==> config.mk <==
export PLATFORM = sky130hd
export DESIGN_NAME = readout_arbiter
export DESIGN_NICKNAME = d
export VERILOG_FILES = /design/src/rtl/readout_pkg.sv /design/src/rtl/rr_priority_pick.sv /design/src/rtl/readout_arbiter.sv
export SDC_FILE = /design/constraint.sdc
export NUM_CORES = 1
export LEC_CHECK = 0
export CAP_MARGIN = 20
export CORE_MARGIN = 5
export CORE_UTILIZATION = 40
export DETAILED_ROUTE_END_ITERATION = 10
export GPL_TIMING_DRIVEN = 1
export PLACE_DENSITY = 0.74
export SLEW_MARGIN = 0
export SYNTH_ARGS = -nofsm -noshare
export SYNTH_HDL_FRONTEND = slang
export SYNTH_SLANG_ARGS = --single-unit
==> constraint.sdc <==
create_clock -name clk -period 6.94 [get_ports clk]
set_input_delay 2.082 -clock clk [delete_from_list [all_inputs] [get_ports clk]]
set_output_delay 2.082 -clock clk [all_outputs]
set_load 0.02 [all_outputs]
==> src/rtl/readout_pkg.sv <==
// Shared types and default sizing for the readout arbiter family.
//   state_t      : sequencer state encoding
//   DEF_*        : default parameter values used by the arbiter blocks
package readout_pkg;

    localparam int unsigned DEF_NUM_REQ = 4;
    localparam int unsigned DEF_WIDTH   = 8;
    localparam int unsigned DEF_CNT_W   = 16;

    typedef enum logic [1:0] {
        IDLE    = 2'd0,
        COMPUTE = 2'd1,
        OUTPUT  = 2'd2
    } state_t;

endpackage

==> src/rtl/rr_priority_pick.sv <==
// Round-robin priority picker: rotates req_valid so that rr_ptr has the
// highest priority, then returns the first set requester.
//   req_valid : per-requester valid bits
//   rr_ptr    : index holding highest priority this cycle
//   grant     : selected requester index (0 when none valid)
//   any_valid : at least one requester is valid
module rr_priority_pick
    import readout_pkg::*;
#(
    parameter int unsigned NUM_REQ = DEF_NUM_REQ,
    parameter int unsigned ID_W    = $clog2(NUM_REQ)
) (
    input  logic [NUM_REQ-1:0] req_valid,
    input  logic [ID_W-1:0]    rr_ptr,
    output logic [ID_W-1:0]    grant,
    output logic               any_valid
);

    logic [ID_W-1:0] idx;

    // NUM_REQ is a power of two, so the ID_W-bit add wraps modulo NUM_REQ.
    always_comb begin
        grant     = '0;
        any_valid = 1'b0;
        idx       = '0;
        for (int unsigned k = 0; k < NUM_REQ; k++) begin
            idx = rr_ptr + ID_W'(k);
            if (!any_valid && req_valid[idx]) begin
                grant     = idx;
                any_valid = 1'b1;
            end
        end
    end

endmodule

==> src/rtl/readout_arbiter.sv <==
// Round-robin arbiter and sequencer for the shared wrap-around adder.
// One requester is granted at a time; its operands are latched, summed
// modulo 2^WIDTH and presented with the requester id on a valid/ready port.
//   clk, rst        : clock, synchronous active-high reset
//   ena             : blocks new grants when low
//   req_valid/a/b   : per-requester request and packed operands
//   req_ready       : one-hot accept strobe (combinational from IDLE state)
//   out_valid/data/id, out_ready : result port
//   busy            : sequencer not in IDLE
//   done_count      : completed transfers, wrapping
module readout_arbiter
    import readout_pkg::*;
#(
    parameter int unsigned NUM_REQ = DEF_NUM_REQ,
    parameter int unsigned WIDTH   = DEF_WIDTH,
    parameter int unsigned ID_W    = $clog2(NUM_REQ),
    parameter int unsigned CNT_W   = DEF_CNT_W
) (
    input  logic                     clk,
    input  logic                     rst,
    input  logic                     ena,
    input  logic [NUM_REQ-1:0]       req_valid,
    input  logic [NUM_REQ*WIDTH-1:0] req_a,
    input  logic [NUM_REQ*WIDTH-1:0] req_b,
    output logic [NUM_REQ-1:0]       req_ready,
    output logic                     out_valid,
    output logic [WIDTH-1:0]         out_data,
    output logic [ID_W-1:0]          out_id,
    input  logic                     out_ready,
    output logic                     busy,
    output logic [CNT_W-1:0]         done_count
);

    state_t          state;
    state_t          state_next;
    logic [ID_W-1:0] rr_ptr;
    logic [ID_W-1:0] grant;
    logic [ID_W-1:0] op_id;
    logic            any_valid;
    logic            take;
    logic [WIDTH-1:0] op_a;
    logic [WIDTH-1:0] op_b;
    logic [WIDTH-1:0] sel_a;
    logic [WIDTH-1:0] sel_b;
    logic [WIDTH-1:0] sum;

    rr_priority_pick #(
        .NUM_REQ (NUM_REQ),
        .ID_W    (ID_W)
    ) u_pick (
        .req_valid (req_valid),
        .rr_ptr    (rr_ptr),
        .grant     (grant),
        .any_valid (any_valid)
    );

    assign sel_a = req_a[grant*WIDTH +: WIDTH];
    assign sel_b = req_b[grant*WIDTH +: WIDTH];

    // Carry is dropped: WIDTH-bit result wraps.
    assign sum = op_a + op_b;

    // Next-state and the combinational accept strobe.
    always_comb begin
        state_next = state;
        req_ready  = '0;
        take       = 1'b0;
        case (state)
            IDLE: begin
                if (!rst && ena && any_valid) begin
                    take             = 1'b1;
                    req_ready[grant] = 1'b1;
                    state_next       = COMPUTE;
                end
            end
            COMPUTE: state_next = OUTPUT;
            OUTPUT: begin
                // out_valid is always high in OUTPUT
                if (out_ready) begin
                    state_next = IDLE;
                end
            end
            default: state_next = IDLE;
        endcase
    end

    // State, operand, result and bookkeeping registers.
    always_ff @(posedge clk) begin
        if (rst) begin
            state      <= IDLE;
            busy       <= 1'b0;
            rr_ptr     <= '0;
            op_a       <= '0;
            op_b       <= '0;
            op_id      <= '0;
            out_valid  <= 1'b0;
            out_data   <= '0;
            out_id     <= '0;
            done_count <= '0;
        end else begin
            state <= state_next;
            busy  <= (state_next != IDLE);
            if (take) begin
                op_a  <= sel_a;
                op_b  <= sel_b;
                op_id <= grant;
            end
            if (state == COMPUTE) begin
                out_data  <= sum;
                out_id    <= op_id;
                out_valid <= 1'b1;
            end
            if (state == OUTPUT && out_ready) begin
                out_valid  <= 1'b0;
                // Just-served requester drops to lowest priority.
                rr_ptr     <= op_id + ID_W'(1);
                done_count <= done_count + CNT_W'(1);
            end
        end
    end

endmodule

==> flow_summary.rst <==
.. list-table::
   :header-rows: 1

   * - Metric
     - Value
   * - Status
     - finished, final reports clean
   * - Synth Area per Inst
     - 8.157 µm²
   * - Relative slew slack
     - 31.95%
   * - Cell with the largest stage delay on the worst path
     - sky130_fd_sc_hd__clkdlybuf4s50_1
   * - Num CTS Buffers
     - 5
   * - Die footprint
     - 8630 µm²
   * - Post-layout worst setup margin
     - 588.3 ps
   * - Required time of the worst setup path
     - 4860 ps
   * - Final wirelength
     - 7480 µm
   * - Antenna cell count
     - 0
   * - Core Rows
     - 30
   * - Element type at the critical path start
     - primary input
   * - Starting utilization of the core area
     - 40.69%
   * - Top Ports
     - 104
   * - Worst Clk Skew
     - 7.157 ps
   * - Number of enable flip-flop cells after synthesis
     - 0
   * - Placer congestion estimate
     - 0.8568
   * - Critical path peak fanout
     - 5
   * - Postcts setup bufs
     - 0
   * - First-pass GRT wire length
     - 12500 µm
   * - Post-route core utilization
     - 58.24%
   * - FFs w/ async S/R, synth
     - 0%
   * - 1st-iter DRT viols
     - 98
   * - Max Cap Violations
     - 0
   * - P_leak
     - 1.555 nW
   * - Post-detailed-route DRC marker count
     - 0
   * - PnR Total Power
     - 0.6530 mW
   * - Finished layout cell area
     - 3935 µm²
   * - Syn Std Cell Area
     - 2749 µm²
   * - Crit path kind
     - primary input to output port
   * - Sequential area share after synthesis
     - 36.41%
   * - Total negative slack for setup checks
     - 0 ps
   * - Die outline height
     - 92.90 µm
   * - Synth unique cells
     - 47
   * - Transition time at the pin with the least slew margin
     - 1017 ps
   * - Arrival time reported for the critical path endpoint
     - 4270 ps
   * - Number of buffers inserted by hold repair at cts
     - 0
   * - Synthesized netlist net count
     - 418
   * - Number of clock sinks seen by CTS
     - 50
   * - Layout-stage area growth over the synthesis result
     - 43.15%
   * - Post-DP HPWL
     - 5802 µm
   * - Tot GR Track Use
     - 17.89%
   * - Antenna viol nets, final
     - 0
   * - Leading register cell type out of synthesis
     - sky130_fd_sc_hd__dfxtp_1
   * - CP cell instances
     - clkdlybuf4s50_1 > nand2_1 > a221oi_1 > nor2_1 > nor3_1 > clkdlybuf4s50_1
   * - Highest Clock Rate
     - 0.1574 GHz
   * - Peak supply drop
     - 0.1078 mV
   * - Power density relative to cell area
     - 165.9 nW/µm²
   * - Max clock buf depth
     - 2
   * - Count of final hold-check violations
     - 0
   * - Cell type group with the largest total delay on the critical path
     - buffers and inverters
   * - Filler cell count in the final layout
     - 628
   * - Number of failing setup endpoints in the final timing report
     - 0
   * - Dpl cell area
     - 3826 µm²
   * - Post-layout nets
     - 513
   * - Via total after detailed routing
     - 2666
   * - Gates resized, CTS repair
     - 0
   * - Final Slew Violations
     - 0
   * - Share of cells above drive strength 1
     - 5.081%
   * - RSZ-0062 raised after global routing
     - false
   * - Post-layout minimum cycle time
     - 6352 ps
   * - Quantity of I/O buffers inserted on ports
     - 103
   * - Worst-path clk slew
     - 90 ps
   * - Fin crit share
     - 91.52%
   * - Beginning of the worst hold path
     - out_data[2]
   * - Root Driver
     - sky130_fd_sc_hd__clkbuf_8
   * - Remaining Overflow, GRT
     - 0
   * - Critical Path Most Common Cell
     - sky130_fd_sc_hd__clkdlybuf4s50_1
   * - Average wire length per cell after detail routing
     - 14.58 µm
   * - TritonCTS clock tree
     - yes
   * - Launch point of the worst path
     - req_valid[0]
   * - Count of state elements after synthesis
     - 50
   * - Post-synthesis cell count
     - 337
   * - Count of H-tree levels built during CTS
     - 2
   * - Kind of path behind the tightest hold check
     - flip-flop to flip-flop
   * - Core Box Area
     - 6756 µm²
   * - 1st-pass router iterations
     - 4
   * - Via count of the first global-routing pass
     - 2594
   * - Clk_lat worst skew
     - 290 ps
   * - Largest stage delay on the critical path
     - 640 ps
   * - Reg-to-reg critical path startpoint
     - rr_ptr[1]
   * - Setup crit end kind
     - output port
   * - Maximum number of pins on one net before global-route repair
     - 38
   * - Number of warning messages in the yosys log
     - 0
   * - Post-detailed-route via-to-cell ratio
     - 5.197
   * - Number of buffers and inverters on the critical path
     - 2
   * - Die boundary width
     - 92.90 µm
   * - Post-placement setup slack
     - 613.5 ps
   * - Antenna violations before repair
     - 0
[final cells by class]
type                    count  area, µm²  share of cell area, %
inverters                  11      41.29                  1.049
clock buffers               5      68.82                  1.749
flip-flops and latches     50       1001                  25.44
well taps                  80      100.1                  2.544
repair buffers            108       1069                  27.15
clock inverters             3      40.04                  1.017
multi-input cells         256       1615                  41.05
[Yosys cell counts (2+ instances only)]
cell type / number / share of area [%]
sky130_fd_sc_hd__a211oi_1: 2 / 0.55
sky130_fd_sc_hd__a21o_1: 14 / 3.8
sky130_fd_sc_hd__a21oi_1: 17 / 3.1
sky130_fd_sc_hd__a221o_1: 2 / 0.73
sky130_fd_sc_hd__a221oi_1: 2 / 0.64
sky130_fd_sc_hd__a31oi_1: 17 / 3.9
sky130_fd_sc_hd__and3_1: 3 / 0.68
sky130_fd_sc_hd__buf_1: 2 / 0.27
sky130_fd_sc_hd__buf_2: 7 / 1.3
sky130_fd_sc_hd__buf_4: 2 / 0.55
sky130_fd_sc_hd__clkbuf_1: 8 / 1.1
sky130_fd_sc_hd__dfxtp_1: 50 / 36
sky130_fd_sc_hd__ha_1: 8 / 3.6
sky130_fd_sc_hd__inv_1: 10 / 1.4
sky130_fd_sc_hd__mux2i_1: 20 / 7.3
sky130_fd_sc_hd__nand2_1: 53 / 7.2
sky130_fd_sc_hd__nand2b_1: 3 / 0.68
sky130_fd_sc_hd__nand3_1: 6 / 1.1
sky130_fd_sc_hd__nand4_1: 4 / 0.91
sky130_fd_sc_hd__nor2_1: 28 / 3.8
sky130_fd_sc_hd__nor2b_1: 5 / 1.1
sky130_fd_sc_hd__nor3_1: 5 / 0.91
sky130_fd_sc_hd__nor4_1: 2 / 0.46
sky130_fd_sc_hd__nor4b_1: 4 / 1.3
sky130_fd_sc_hd__o21ai_0: 24 / 4.4
sky130_fd_sc_hd__or3_1: 4 / 0.91
sky130_fd_sc_hd__xnor2_1: 6 / 1.9
sky130_fd_sc_hd__xor2_1: 10 / 3.2
[cells in the final DEF (no fill, tap or decap), drive strengths merged, types with 7 or more instances in the layout]
| master | netlist | routed |
|---|---|---|
| dfxtp | 50 | 50 |
| ha | 8 | 8 |
| mux2i | 20 | 20 |
| nor2 | 29 | 29 |
| xor2 | 10 | 10 |
| nand3 | 7 | 7 |
| nand2 | 53 | 53 |
| a31oi | 17 | 17 |
| a21o | 14 | 14 |
| inv | 11 | 11 |
| clkdlybuf4s50 | 0 | 103 |
| o21ai | 24 | 24 |
| a21oi | 17 | 17 |
[metrics by stage]
step | instances | hold WS, ps
2_1_floorplan | 337 | 458.5
3_3_place_gp | 505 | 440.7
3_5_place_dp | 505 | 444.6
4_1_cts | 513 | 455.6
5_1_grt | 513 | 486.7
6_report | 513 | 452.2
[layer usage]
metal | GRT usage, % | part of all wire (%) | up-vias
li1 | - | - | 1376
met1 | 24.19 | 46 | 1214
met2 | 28.49 | 47 | 74
met3 | 4.387 | 6.4 | 2
met4 | 4.640 | 0.72 | 0
met5 | 0 | 0 | -
[registers in the layout (all words and copies together), names as in the netlist, 2 cells and up]
name	count
op_a	8
rr_ptr	2
out_data	8
state	2
op_id	2
out_id	2
done_count	16
op_b	8
[worst register-to-register path: stages (launching register included)]
cell and delay [ps]:
sky130_fd_sc_hd__dfxtp_1 470, sky130_fd_sc_hd__mux2i_1 350, sky130_fd_sc_hd__o21ai_0 150, sky130_fd_sc_hd__nor2_1 800, sky130_fd_sc_hd__nand2_1 130, sky130_fd_sc_hd__a31oi_1 210
[cell families (layout without fill, tap and decap cells)]
family                     after synthesis  count (layout)  synth area share (%)
muxes                                   21              21                 7.692
and+or+nand+nor                        127             127                 22.12
AOI/OAI and AO/OA                       83              83                 19.21
buffers and inverters                   31             127                 5.098
DFF                                     50              50                 36.41
xor gates and xnor gates                16              16                 5.098
adders and majority gates                9               9                 4.370
[final timing paths]
check | end | slack [ps] | cells after the start
max | req_ready[1] | 590 | 6
min | out_data[2] | 450 | 2
max reg2reg | op_a[1] | 4760 | 5
min reg2reg | out_data[2] | 450 | 2
[where the power goes]
| part | internal (mW) | leakage (nW) | switching [mW] |
|---|---|---|---|
| combinational | 0.0778 | 1.09 | 0.0673 |
| sequential | 0.300 | 0.407 | 0.00889 |
| clock | 0.106 | 0.0579 | 0.0933 |
No activity file was read; power rests on OpenSTA's default activity.
